--- config.mk ---
export PLATFORM = sky130hd
export DESIGN_NAME = io_dev_arb_flat
export DESIGN_NICKNAME = d
export VERILOG_FILES = /design/src/rtl/io_dev_arb_if.sv /design/src/rtl/io_dev_arb.sv /design/src/flat_wrapper.sv
export SDC_FILE = /design/constraint.sdc
export NUM_CORES = 1
export LEC_CHECK = 0
export CAP_MARGIN = 20
export CORE_ASPECT_RATIO = 1.5
export CORE_MARGIN = 3
export CORE_UTILIZATION = 46
export CTS_CLUSTER_SIZE = 12
export DETAILED_ROUTE_END_ITERATION = 12
export PLACE_DENSITY_LB_ADDON = 0.25
export SLEW_MARGIN = 20
export SYNTH_ARGS = -nofsm -noshare
export SYNTH_HDL_FRONTEND = slang
export SYNTH_SLANG_ARGS = --single-unit
--- constraint.sdc ---
create_clock -name clk -period 1.5 [get_ports clk]
set_input_delay 0.375 -clock clk [delete_from_list [all_inputs] [get_ports clk]]
set_output_delay 0.375 -clock clk [all_outputs]
set_load 0.1 [all_outputs]
--- src/rtl/io_dev_arb_if.sv ---
// Bus bundle for io_dev_arb: keyboard source, screen sink, CPU register port and irq.
// The master side is the system around the arbiter; the slave side is the arbiter itself.
interface io_dev_arb_if;
    logic       kb_valid;
    logic [7:0] kb_data;
    logic       kb_ready;
    logic       scr_valid;
    logic [7:0] scr_data;
    logic       scr_ready;
    logic       cpu_wr;
    logic       cpu_rd;
    logic [1:0] cpu_addr;
    logic [7:0] cpu_wdata;
    logic [7:0] cpu_rdata;
    logic       irq;

    modport master (
        output kb_valid, kb_data, scr_ready, cpu_wr, cpu_rd, cpu_addr, cpu_wdata,
        input  kb_ready, scr_valid, scr_data, cpu_rdata, irq
    );

    modport slave (
        input  kb_valid, kb_data, scr_ready, cpu_wr, cpu_rd, cpu_addr, cpu_wdata,
        output kb_ready, scr_valid, scr_data, cpu_rdata, irq
    );
endinterface

--- src/rtl/io_dev_arb.sv ---
// io_dev_arb: round-robin arbiter moving bytes keyboard->CPU and CPU->screen via CSRs.
// Optional macro IO_DEV_ARB_TIMEOUT_EN adds a 255-cycle screen transfer timeout.
module io_dev_arb (
    input  logic        clk,
    input  logic        rst_n,
    io_dev_arb_if.slave bus
);
    typedef enum logic [1:0] {IDLE, KB_XFER, SCR_XFER} state_t;

    state_t     state_q, state_d;
    logic       last_scr_q, last_scr_d;

    logic       kb_ena_q, kb_ena_d;
    logic       kb_ie_q, kb_ie_d;
    logic       kb_of_q, kb_of_d;
    logic       kb_dba_q, kb_dba_d;
    logic [7:0] kb_dreg_q, kb_dreg_d;

    logic       scr_ena_q, scr_ena_d;
    logic       scr_ie_q, scr_ie_d;
    logic       scr_of_q, scr_of_d;
    logic       scr_dba_q, scr_dba_d;
    logic [7:0] scr_dreg_q, scr_dreg_d;

    logic       kb_ready_q, kb_ready_d;
    logic       scr_valid_q, scr_valid_d;
    logic       irq_q, irq_d;

    logic       kb_csr_wr, kb_data_rd, scr_csr_wr, scr_data_wr;
    logic       kb_pend, scr_pend;
    logic [7:0] rdata_c;
    logic       unused_wdata;

`ifdef IO_DEV_ARB_TIMEOUT_EN
    logic [7:0] tmo_cnt_q, tmo_cnt_d;
    logic       tmo_hit;

    // 255th consecutive SCR_XFER cycle without scr_ready
    assign tmo_hit = (state_q == SCR_XFER) && !bus.scr_ready && (tmo_cnt_q == 8'd254);
`endif

    assign kb_csr_wr   = bus.cpu_wr && (bus.cpu_addr == 2'd0);
    assign kb_data_rd  = bus.cpu_rd && (bus.cpu_addr == 2'd1);
    assign scr_csr_wr  = bus.cpu_wr && (bus.cpu_addr == 2'd2);
    assign scr_data_wr = bus.cpu_wr && (bus.cpu_addr == 2'd3);

    assign kb_pend  = kb_ena_q && bus.kb_valid;
    assign scr_pend = scr_ena_q && !scr_dba_q;

    assign unused_wdata = &{1'b0, bus.cpu_wdata[7:5], bus.cpu_wdata[2:1]};

    always_comb begin
        state_d     = state_q;
        last_scr_d  = last_scr_q;
        kb_ena_d    = kb_ena_q;
        kb_ie_d     = kb_ie_q;
        kb_of_d     = kb_of_q;
        kb_dba_d    = kb_dba_q;
        kb_dreg_d   = kb_dreg_q;
        scr_ena_d   = scr_ena_q;
        scr_ie_d    = scr_ie_q;
        scr_of_d    = scr_of_q;
        scr_dba_d   = scr_dba_q;
        scr_dreg_d  = scr_dreg_q;

        if (kb_csr_wr) begin
            kb_ena_d = bus.cpu_wdata[4];
            kb_ie_d  = bus.cpu_wdata[0];
            if (bus.cpu_wdata[3]) kb_of_d = 1'b0;
        end
        if (kb_data_rd) kb_dba_d = 1'b0;

        if (scr_csr_wr) begin
            scr_ena_d = bus.cpu_wdata[4];
            scr_ie_d  = bus.cpu_wdata[0];
            if (bus.cpu_wdata[3]) scr_of_d = 1'b0;
        end

        // A write while the byte is on the wire is dropped so scr_data stays stable
        if (scr_data_wr) begin
            if (state_q == SCR_XFER) begin
                scr_of_d = 1'b1;
            end else begin
                scr_dreg_d = bus.cpu_wdata;
                scr_dba_d  = 1'b0;
                if (!scr_dba_q) scr_of_d = 1'b1;
            end
        end

        // Transfer side effects come last so a hardware event beats a CPU clear
        case (state_q)
            IDLE: begin
                if (kb_pend && (!scr_pend || last_scr_q)) begin
                    state_d    = KB_XFER;
                    last_scr_d = 1'b0;
                end else if (scr_pend) begin
                    state_d    = SCR_XFER;
                    last_scr_d = 1'b1;
                end
            end
            KB_XFER: begin
                kb_dreg_d = bus.kb_data;
                kb_dba_d  = 1'b1;
                if (kb_dba_q && !kb_data_rd) kb_of_d = 1'b1;
                state_d   = IDLE;
            end
            SCR_XFER: begin
                if (bus.scr_ready) begin
                    scr_dba_d = 1'b1;
                    state_d   = IDLE;
                end
`ifdef IO_DEV_ARB_TIMEOUT_EN
                else if (tmo_hit) begin
                    scr_of_d  = 1'b1;
                    scr_dba_d = 1'b1;
                    state_d   = IDLE;
                end
`endif
            end
            default: state_d = IDLE;
        endcase

        kb_ready_d  = (state_d == KB_XFER);
        scr_valid_d = (state_d == SCR_XFER);
        irq_d       = (kb_ie_q && kb_dba_q) || (scr_ie_q && scr_dba_q);

`ifdef IO_DEV_ARB_TIMEOUT_EN
        tmo_cnt_d = ((state_q == SCR_XFER) && (state_d == SCR_XFER)) ? tmo_cnt_q + 8'd1 : 8'd0;
`endif
    end

    always_ff @(posedge clk or negedge rst_n) begin
        if (!rst_n) begin
            state_q     <= IDLE;
            last_scr_q  <= 1'b1;
            kb_ena_q    <= 1'b0;
            kb_ie_q     <= 1'b0;
            kb_of_q     <= 1'b0;
            kb_dba_q    <= 1'b0;
            kb_dreg_q   <= 8'h00;
            scr_ena_q   <= 1'b0;
            scr_ie_q    <= 1'b0;
            scr_of_q    <= 1'b0;
            scr_dba_q   <= 1'b1;
            scr_dreg_q  <= 8'h00;
            kb_ready_q  <= 1'b0;
            scr_valid_q <= 1'b0;
            irq_q       <= 1'b0;
`ifdef IO_DEV_ARB_TIMEOUT_EN
            tmo_cnt_q   <= 8'd0;
`endif
        end else begin
            state_q     <= state_d;
            last_scr_q  <= last_scr_d;
            kb_ena_q    <= kb_ena_d;
            kb_ie_q     <= kb_ie_d;
            kb_of_q     <= kb_of_d;
            kb_dba_q    <= kb_dba_d;
            kb_dreg_q   <= kb_dreg_d;
            scr_ena_q   <= scr_ena_d;
            scr_ie_q    <= scr_ie_d;
            scr_of_q    <= scr_of_d;
            scr_dba_q   <= scr_dba_d;
            scr_dreg_q  <= scr_dreg_d;
            kb_ready_q  <= kb_ready_d;
            scr_valid_q <= scr_valid_d;
            irq_q       <= irq_d;
`ifdef IO_DEV_ARB_TIMEOUT_EN
            tmo_cnt_q   <= tmo_cnt_d;
`endif
        end
    end

    always_comb begin
        rdata_c = 8'h00;
        case (bus.cpu_addr)
            2'd0: rdata_c = {3'b000, kb_ena_q, kb_of_q, kb_dba_q, 1'b0, kb_ie_q};
            2'd1: rdata_c = kb_dreg_q;
            2'd2: rdata_c = {3'b000, scr_ena_q, scr_of_q, scr_dba_q, 1'b1, scr_ie_q};
            2'd3: rdata_c = scr_dreg_q;
            default: rdata_c = 8'h00;
        endcase
    end

    assign bus.cpu_rdata = rdata_c;
    assign bus.kb_ready  = kb_ready_q;
    assign bus.scr_valid = scr_valid_q;
    assign bus.scr_data  = scr_dreg_q;
    assign bus.irq       = irq_q;
endmodule

--- src/flat_wrapper.sv ---
// flat-port wrapper written by rule: the top's interface ports become plain ports
module io_dev_arb_flat 
  (clk, rst_n, bus_kb_valid, bus_kb_data, bus_scr_ready, bus_cpu_wr, bus_cpu_rd, bus_cpu_addr, bus_cpu_wdata, bus_kb_ready, bus_scr_valid, bus_scr_data, bus_cpu_rdata, bus_irq);
  io_dev_arb_if bus_i ();
  input  logic clk;
  input  logic rst_n;
  input wire logic [$bits(bus_i.kb_valid)-1:0] bus_kb_valid;
  input wire logic [$bits(bus_i.kb_data)-1:0] bus_kb_data;
  input wire logic [$bits(bus_i.scr_ready)-1:0] bus_scr_ready;
  input wire logic [$bits(bus_i.cpu_wr)-1:0] bus_cpu_wr;
  input wire logic [$bits(bus_i.cpu_rd)-1:0] bus_cpu_rd;
  input wire logic [$bits(bus_i.cpu_addr)-1:0] bus_cpu_addr;
  input wire logic [$bits(bus_i.cpu_wdata)-1:0] bus_cpu_wdata;
  output wire logic [$bits(bus_i.kb_ready)-1:0] bus_kb_ready;
  output wire logic [$bits(bus_i.scr_valid)-1:0] bus_scr_valid;
  output wire logic [$bits(bus_i.scr_data)-1:0] bus_scr_data;
  output wire logic [$bits(bus_i.cpu_rdata)-1:0] bus_cpu_rdata;
  output wire logic [$bits(bus_i.irq)-1:0] bus_irq;
  assign bus_i.kb_valid = bus_kb_valid;
  assign bus_i.kb_data = bus_kb_data;
  assign bus_i.scr_ready = bus_scr_ready;
  assign bus_i.cpu_wr = bus_cpu_wr;
  assign bus_i.cpu_rd = bus_cpu_rd;
  assign bus_i.cpu_addr = bus_cpu_addr;
  assign bus_i.cpu_wdata = bus_cpu_wdata;
  assign bus_kb_ready = bus_i.kb_ready;
  assign bus_scr_valid = bus_i.scr_valid;
  assign bus_scr_data = bus_i.scr_data;
  assign bus_cpu_rdata = bus_i.cpu_rdata;
  assign bus_irq = bus_i.irq;
  io_dev_arb u_core (.clk(clk), .rst_n(rst_n), .bus(bus_i));
endmodule
==> results of run 1 <==
==> timing repair <==
action	4_1_cts	5_1_grt
endpoints found under the setup margin	20	13
pin swaps	2	2
buffers inserted	7	3
endpoints found under the hold margin	0	0
resized for setup	19	11
gates cloned	1	0
==> layout by cell type, fill, tap and decap left out, types with 2 or more instances in the layout <==
cell	n
mux2_4	8
mux2_2	4
dfstp_2	2
mux2i_4	3
buf_12	22
a31oi_1	3
nand2_1	28
dfrtp_4	8
clkdlybuf4s50_1	21
nor2_1	2
buf_6	5
inv_1	3
o21a_1	2
dfrtp_1	20
nor2b_4	3
a22o_1	3
a21oi_1	2
nand2b_1	2
buf_4	17
mux4_2	4
clkbuf_8	6
==> routing by layer <==
metal	global-route usage, %	share of wire, %
met1	29.6	36
met2	51.3	56
met3	5.93	5.9
met4	10.5	2.1
met5	0	0
==> worst min-delay path by stage <==
stage,startpoint,to,slack (ns),depth (start not counted)
floorplan,rst_n,u_core.bus.irq,0.08,0
global placement,u_core.kb_dreg_q[3],u_core.kb_dreg_q[3],0.46,2
detailed placement,u_core.kb_dreg_q[1],u_core.kb_dreg_q[1],0.47,2
CTS,rst_n,u_core.kb_dreg_q[2],0.46,2
global route,rst_n,u_core.kb_dreg_q[6],0.47,2
finish,rst_n,u_core.kb_dreg_q[6],0.45,2
==> registers in the layout, indices dropped and copies added, names as in the netlist <==
name and count:
u_core.bus.scr_data 8, u_core.kb_dreg_q 8, u_core.state_q 2, u_core.bus.irq 1
u_core.bus.kb_ready 1, u_core.bus.scr_valid 1, u_core.kb_dba_q 1, u_core.kb_ena_q 1
u_core.kb_ie_q 1, u_core.kb_of_q 1, u_core.last_scr_q 1, u_core.scr_dba_q 1
u_core.scr_ena_q 1, u_core.scr_ie_q 1, u_core.scr_of_q 1
==> layout make-up <==
class,instances,area [sq um]
well taps,37,46.3
flip-flops and latches,30,783
fillers,104,269
repair buffers,67,877
multi-input cells,76,681
clock buffers,7,86.3
inverters,4,15.0
clock inverters,1,5.00
==> Yosys cell counts <==
library cell and number:
a21oi_1 3, a22o_1 3, a31oi_1 4, and2b_1 1, and3_1 1, and4_4 1
buf_1 1, buf_2 1, buf_4 1, buf_6 1, clkbuf_1 1, dfrtp_1 28
dfstp_2 2, inv_1 4, mux2_2 4, mux2_4 8, mux2i_1 3, mux4_2 4
nand2_1 28, nand2b_1 2, nand3b_1 1, nor2_1 3, nor2b_1 3, nor3b_1 1
o21a_1 2, o22a_1 1, o22ai_1 1, o2bb2ai_1 1, or2b_2 1
==> metrics by stage <==
| stage | std cells | setup TNS (ns) | area, sq um | power, uW |
|---|---|---|---|---|
| floorplan | 115 | -1.65 | 1470 | 3700 |
| global placement | 204 | -8.84 | 2230 | 4970 |
| detailed placement | 204 | -9.02 | 2230 | 5050 |
| CTS | 220 | -1.66 | 2450 | 5890 |
| global route | 222 | -1.99 | 2490 | 6280 |
| finish | 222 | -1.73 | 2490 | 6090 |
==> logic make-up (layout without fill, tap and decap cells) <==
family	count (synthesis)	after routing
mux	19	19
compound gates	15	15
buf+inv	9	79
simple gates	42	42
flops	30	30
==> power groups by stage <==
stage	registers [uW]	logic (uW)	clock network, uW
3_3_place_gp	1500	3460	0
5_1_grt	1600	3940	729
2_1_floorplan	2430	1270	0
3_5_place_dp	1530	3530	0
4_1_cts	1520	3690	685
6_report	1580	3830	677
==> metrics.txt, run 1 <==
port bufs=42; row cnt=23; vias in the first global route=around 1400; sequential fraction of the synthesis area=approximately 54%; Final Slew Violations=0; P per Cell Area=2440 nW/um^2; Post-route DRC=0; delay-heaviest family, CP=multiplexers; clock power share=11.1%; post-synth top area cell=dfrtp_1; outcome=finished, violations left; setup slack, reg-to-reg=0.02 ns; total of warnings raised by yosys=0; height of the die=approximately 73 um; Core Util, Final=about 90%; Worst-Skew Late Latency=between 0.2 and 0.3 ns; Antenna Nets Post-Route=0; Root Driver=clkbuf_8; crit-path cells=mux4_2 > buf_12; largest net degree at the start of global routing=31; total CTS buffers=5; CTS tree=built; post-synthesis simple-gate area fraction=14.2%; r2r endpoint=u_core.bus.scr_data[3]; clock period minus worst slack=1.86 ns; clock skew=approximately 0.0096 ns; crit-path max FO=2; R2R cell count=3; RSZ-0062 raised after global routing=yes; DP Worst Slack=-0.627 ns; antenna diode count=0; Sw Share=48.3%; area grow syn2layout=79.9%; cell area after synthesis=around 1400 sq um; adder-cell share of the synthesized area=0%; period utilization=124%; initial antenna violation count=0; Worst setup EP type=output port; Yosys top cell area share=between 50% and 60%; internal power=between 3000 and 4000 uW; Peak VDD IR=slightly below 2 mV; reg-to-reg startpoint=u_core.state_q[1]; Comb pwr share=a little over three fifths; Clock Tree Buf Depth=2; multiplexer share of the synthesized area=20.6%; max_cap viols=0; die area=~3700 sq um; Die W=just over 50 um; initial core utilization=50.2%; final setup margin=-0.356 ns; core area=roughly 2800 sq um; Fin. Hold Viols=0; Post-Syn Instances=~120; drt pass-1 iters=4; H-tree Lvls=2; GRT Overall Usage=a little over a quarter; WL/cell=between 20 and 25 um; total wire length=4880 um; gr ovfl total=0; Iter 0 DRT Violations=96; failing checks=setup timing; LEAKAGE=roughly 0.0011 uW; Synth Register Bits=30; nets=around 210; CTS Hold Bufs=0; CP bufs+invs=1; via density per instance=5.58; Worst-path clk slew=about 0.070 ns; Post-Syn Nets=roughly 140; post-synthesis compound-gate area fraction=under 10%; XOR/XNOR share of the synthesized area=0%; Slew @ Worst Pin=roughly 0.33 ns; Max-slew headroom=between 70 and 80%; fmax=approximately 0.54 GHz; Min-Delay Path Class=in2async; worst hold slack=0.450 ns; dpl hpwl=between 2000 and 3000 um; type of origin of the critical path=flip-flop; largest family of logic cells by synthesized area=multiplexers; top cells by area, synth=dfrtp_1 (51%), mux2_4 (8.7%), nand2_1 (7.6%), mux4_2 (6.5%), dfstp_2 (3.8%); slowest CP cell=mux4_2; P_sw=~2900 uW; I/O pin cnt=between 40 and 50; final setup violation count=10; CP Launch Point=u_core.bus.scr_data[4]; critical path class=reg2out; Seq pwr share=25.9%; Levels on crit path=2; GPL Wtd Cong=about 0.77; crit path capture=bus_cpu_rdata[4]; Arrival @ worst endpoint=around 1.5 ns; Synth cell types=29; slowest cell delay on critical path=roughly 0.53 ns; first-pass GRT wire length=just over 7000 um; Clock Sinks=30; Data required, critical path=between 1 and 1.5 ns; layout cell share with drive strength beyond 1=49.7%; Mean Syn Cell Area=between 10 and 15 sq um; DR vias=about 1200
No activity file was read; power rests on OpenSTA's default activity.
==> run 2: changes to the inputs <==
==> constraint.sdc (replaced) <==
create_clock -name clk -period 1.5 [get_ports clk]
set_input_delay 0.225 -clock clk [delete_from_list [all_inputs] [get_ports clk]]
set_output_delay 0.225 -clock clk [all_outputs]
set_load 0.1 [all_outputs]
==> run 2 against run 1 <==
Sequential power hardly changed. Non-clock buffer count is 10 lower. Critical endpoint unchanged. Count of clock-buffer cells in the layout stayed put. Core utilization is 5.9 points lower. Via count is 8.3% lower. The flow still finishes with violations (setup timing). Register-to-register slack better by 0.10 ns. Clock skew is 0.0040 ns lower.
==> metrics.txt, run 2 (synthesized netlist as in run 1, its figures left out) <==
P per Cell Area=2470 nW/um^2 (+0.98%); row cnt=23 (unchanged); Peak VDD IR=1.93 mV (-0.60%); critical path class=reg2out; WL/cell=18.3 um (-17%); clock period minus worst slack=1.71 ns (-0.149 ns); drt pass-1 iters=4 (unchanged); CTS tree=built; crit-path cells=mux4_2 > buf_12; area grow syn2layout=68.1%; fmax=0.586 GHz (+8.8%); setup slack, reg-to-reg=0.12 ns (+0.10 ns); I/O pin cnt=43 (unchanged); core area=2760 sq um (unchanged); GRT Overall Usage=23.2% (-4.3 points); Clock Tree Buf Depth=2 (unchanged); DR vias=1135 (-8.3%); multi-input combinational cell area=649 sq um (-4.6%); Final Slew Violations=0 (unchanged); delay-heaviest family, CP=multiplexers; Fillers=167 (+61%); total design power=5750 uW (-5.7%); DP Worst Slack=-0.334 ns (+0.293 ns); max_cap viols=0 (unchanged); nets=198 (-4.8%); period utilization=114% (-10 points); Arrival @ worst endpoint=1.48 ns (about the same); reg-to-reg startpoint=u_core.state_q[1]; failing checks=setup timing; height of the die=73.2 um (unchanged); commonest non-fill, non-tap cell in the layout=nand2_1; initial antenna violation count=0 (unchanged); antenna diode count=0 (unchanged); via density per instance=5.35 (-4.0%); H-tree Lvls=2 (unchanged); CP Launch Point=u_core.bus.scr_data[4]; type of origin of the critical path=flip-flop; Post-Layout Cell Count=212 (-4.5%); initial core utilization=50.2% (unchanged); final setup violation count=4 (-6); Iter 0 DRT Violations=39 (-59%); Fin. Hold Viols=0 (unchanged); Antenna Nets Post-Route=0 (unchanged); vias in the first global route=1197 (-14%); Root Driver=clkbuf_8; Die W=50.8 um (unchanged); RSZ-0062 raised after global routing=yes; total CTS buffers=5 (unchanged); register area=783 sq um (unchanged); CP bufs+invs=1 (unchanged); largest net degree at the start of global routing=31 (unchanged); Data required, critical path=1.27 ns (+0.15 ns); layout cell share with drive strength beyond 1=44.0% (-5.7 points); LEAKAGE=0.00105 uW (-6.5%); crit-path max FO=2 (unchanged); Worst-Skew Late Latency=0.29 ns (about the same); dpl hpwl=2610 um (+0.35%); DP Cell Count=197 (-3.4%); final setup margin=-0.207 ns (+0.149 ns); Core Util, Final=84.3% (-5.9 points); Max-slew headroom=74.6% (-3.6 points); Worst-path clk slew=0.07 ns (about the same); Worst setup EP type=output port; die area=3720 sq um (unchanged); GPL Wtd Cong=0.744 (-3.6%); port bufs=42 (unchanged); slowest cell delay on critical path=0.52 ns (about the same); first-pass GRT wire length=6070 um (-16%); Clock Sinks=30 (unchanged); Post-route DRC=0 (unchanged); outcome=finished, violations left; Slew @ Worst Pin=0.381 ns (+0.0550 ns); most frequent cells in the layout=nand2_1 (28), clkdlybuf4s50_1 (21), buf_12 (20), dfrtp_1 (20), buf_4 (12); CTS Hold Bufs=0 (unchanged); total wire length=3890 um (-20%); slowest CP cell=mux4_2; clock skew=0.00554 ns (-0.00402 ns); gr ovfl total=0 (unchanged); Min-Delay Path Class=in2async
-- run 2: metal layers --
metal	track usage, %	vias up	wire length, um
met2	41.0	54	2200
li1	-	514	-
met5	0	-	0
met3	7.16	12	225
met4	13.8	0	135
met1	23.6	555	1330
-- run 2: metrics by stage --
stage | hold slack [ns] | TNS [ns] | area [sq um]
floorplan | -0.0706 | -0.504 | 1470
global placement | 0.458 | -4.28 | 2160
detailed placement | 0.460 | -4.70 | 2160
CTS | 0.340 | -0.769 | 2300
global route | 0.345 | -0.861 | 2330
finish | 0.334 | -0.746 | 2330
-- run 2: cell type report --
class	instances	area share, %
Sequential cell	30	33.6
Timing Repair Buffer	57	32.0
Tap cell	37	1.99
Clock buffer	7	3.71
Clock inverter	1	0.215
Inverter	4	0.644
Multi-Input combinational cell	76	27.9
-- run 2: power by group --
group / internal (uW) / switching, uW / total, uW / leakage, uW
sequential: 1240 / 318 / 1550 / 0.000356
combinational: 1390 / 2120 / 3520 / 0.000645
clock: 369 / 306 / 675 / 0.0000482
-- run 2: what timing repair did --
action                     CTS  global route
setup endpoints to repair    8             7
gates resized for setup      4             3
setup buffers                5             2
-- run 2: final timing paths --
check                                         endpoint  cells after the start
worst min-delay path                    u_core.bus.irq                      2
worst max-delay path                  bus_cpu_rdata[4]                      2
worst min register to register     u_core.kb_dreg_q[3]                      2
max in group asynchronous            u_core.last_scr_q                      2
min in group clk                   u_core.kb_dreg_q[6]                      3
worst max register to register  u_core.bus.scr_data[4]                      3
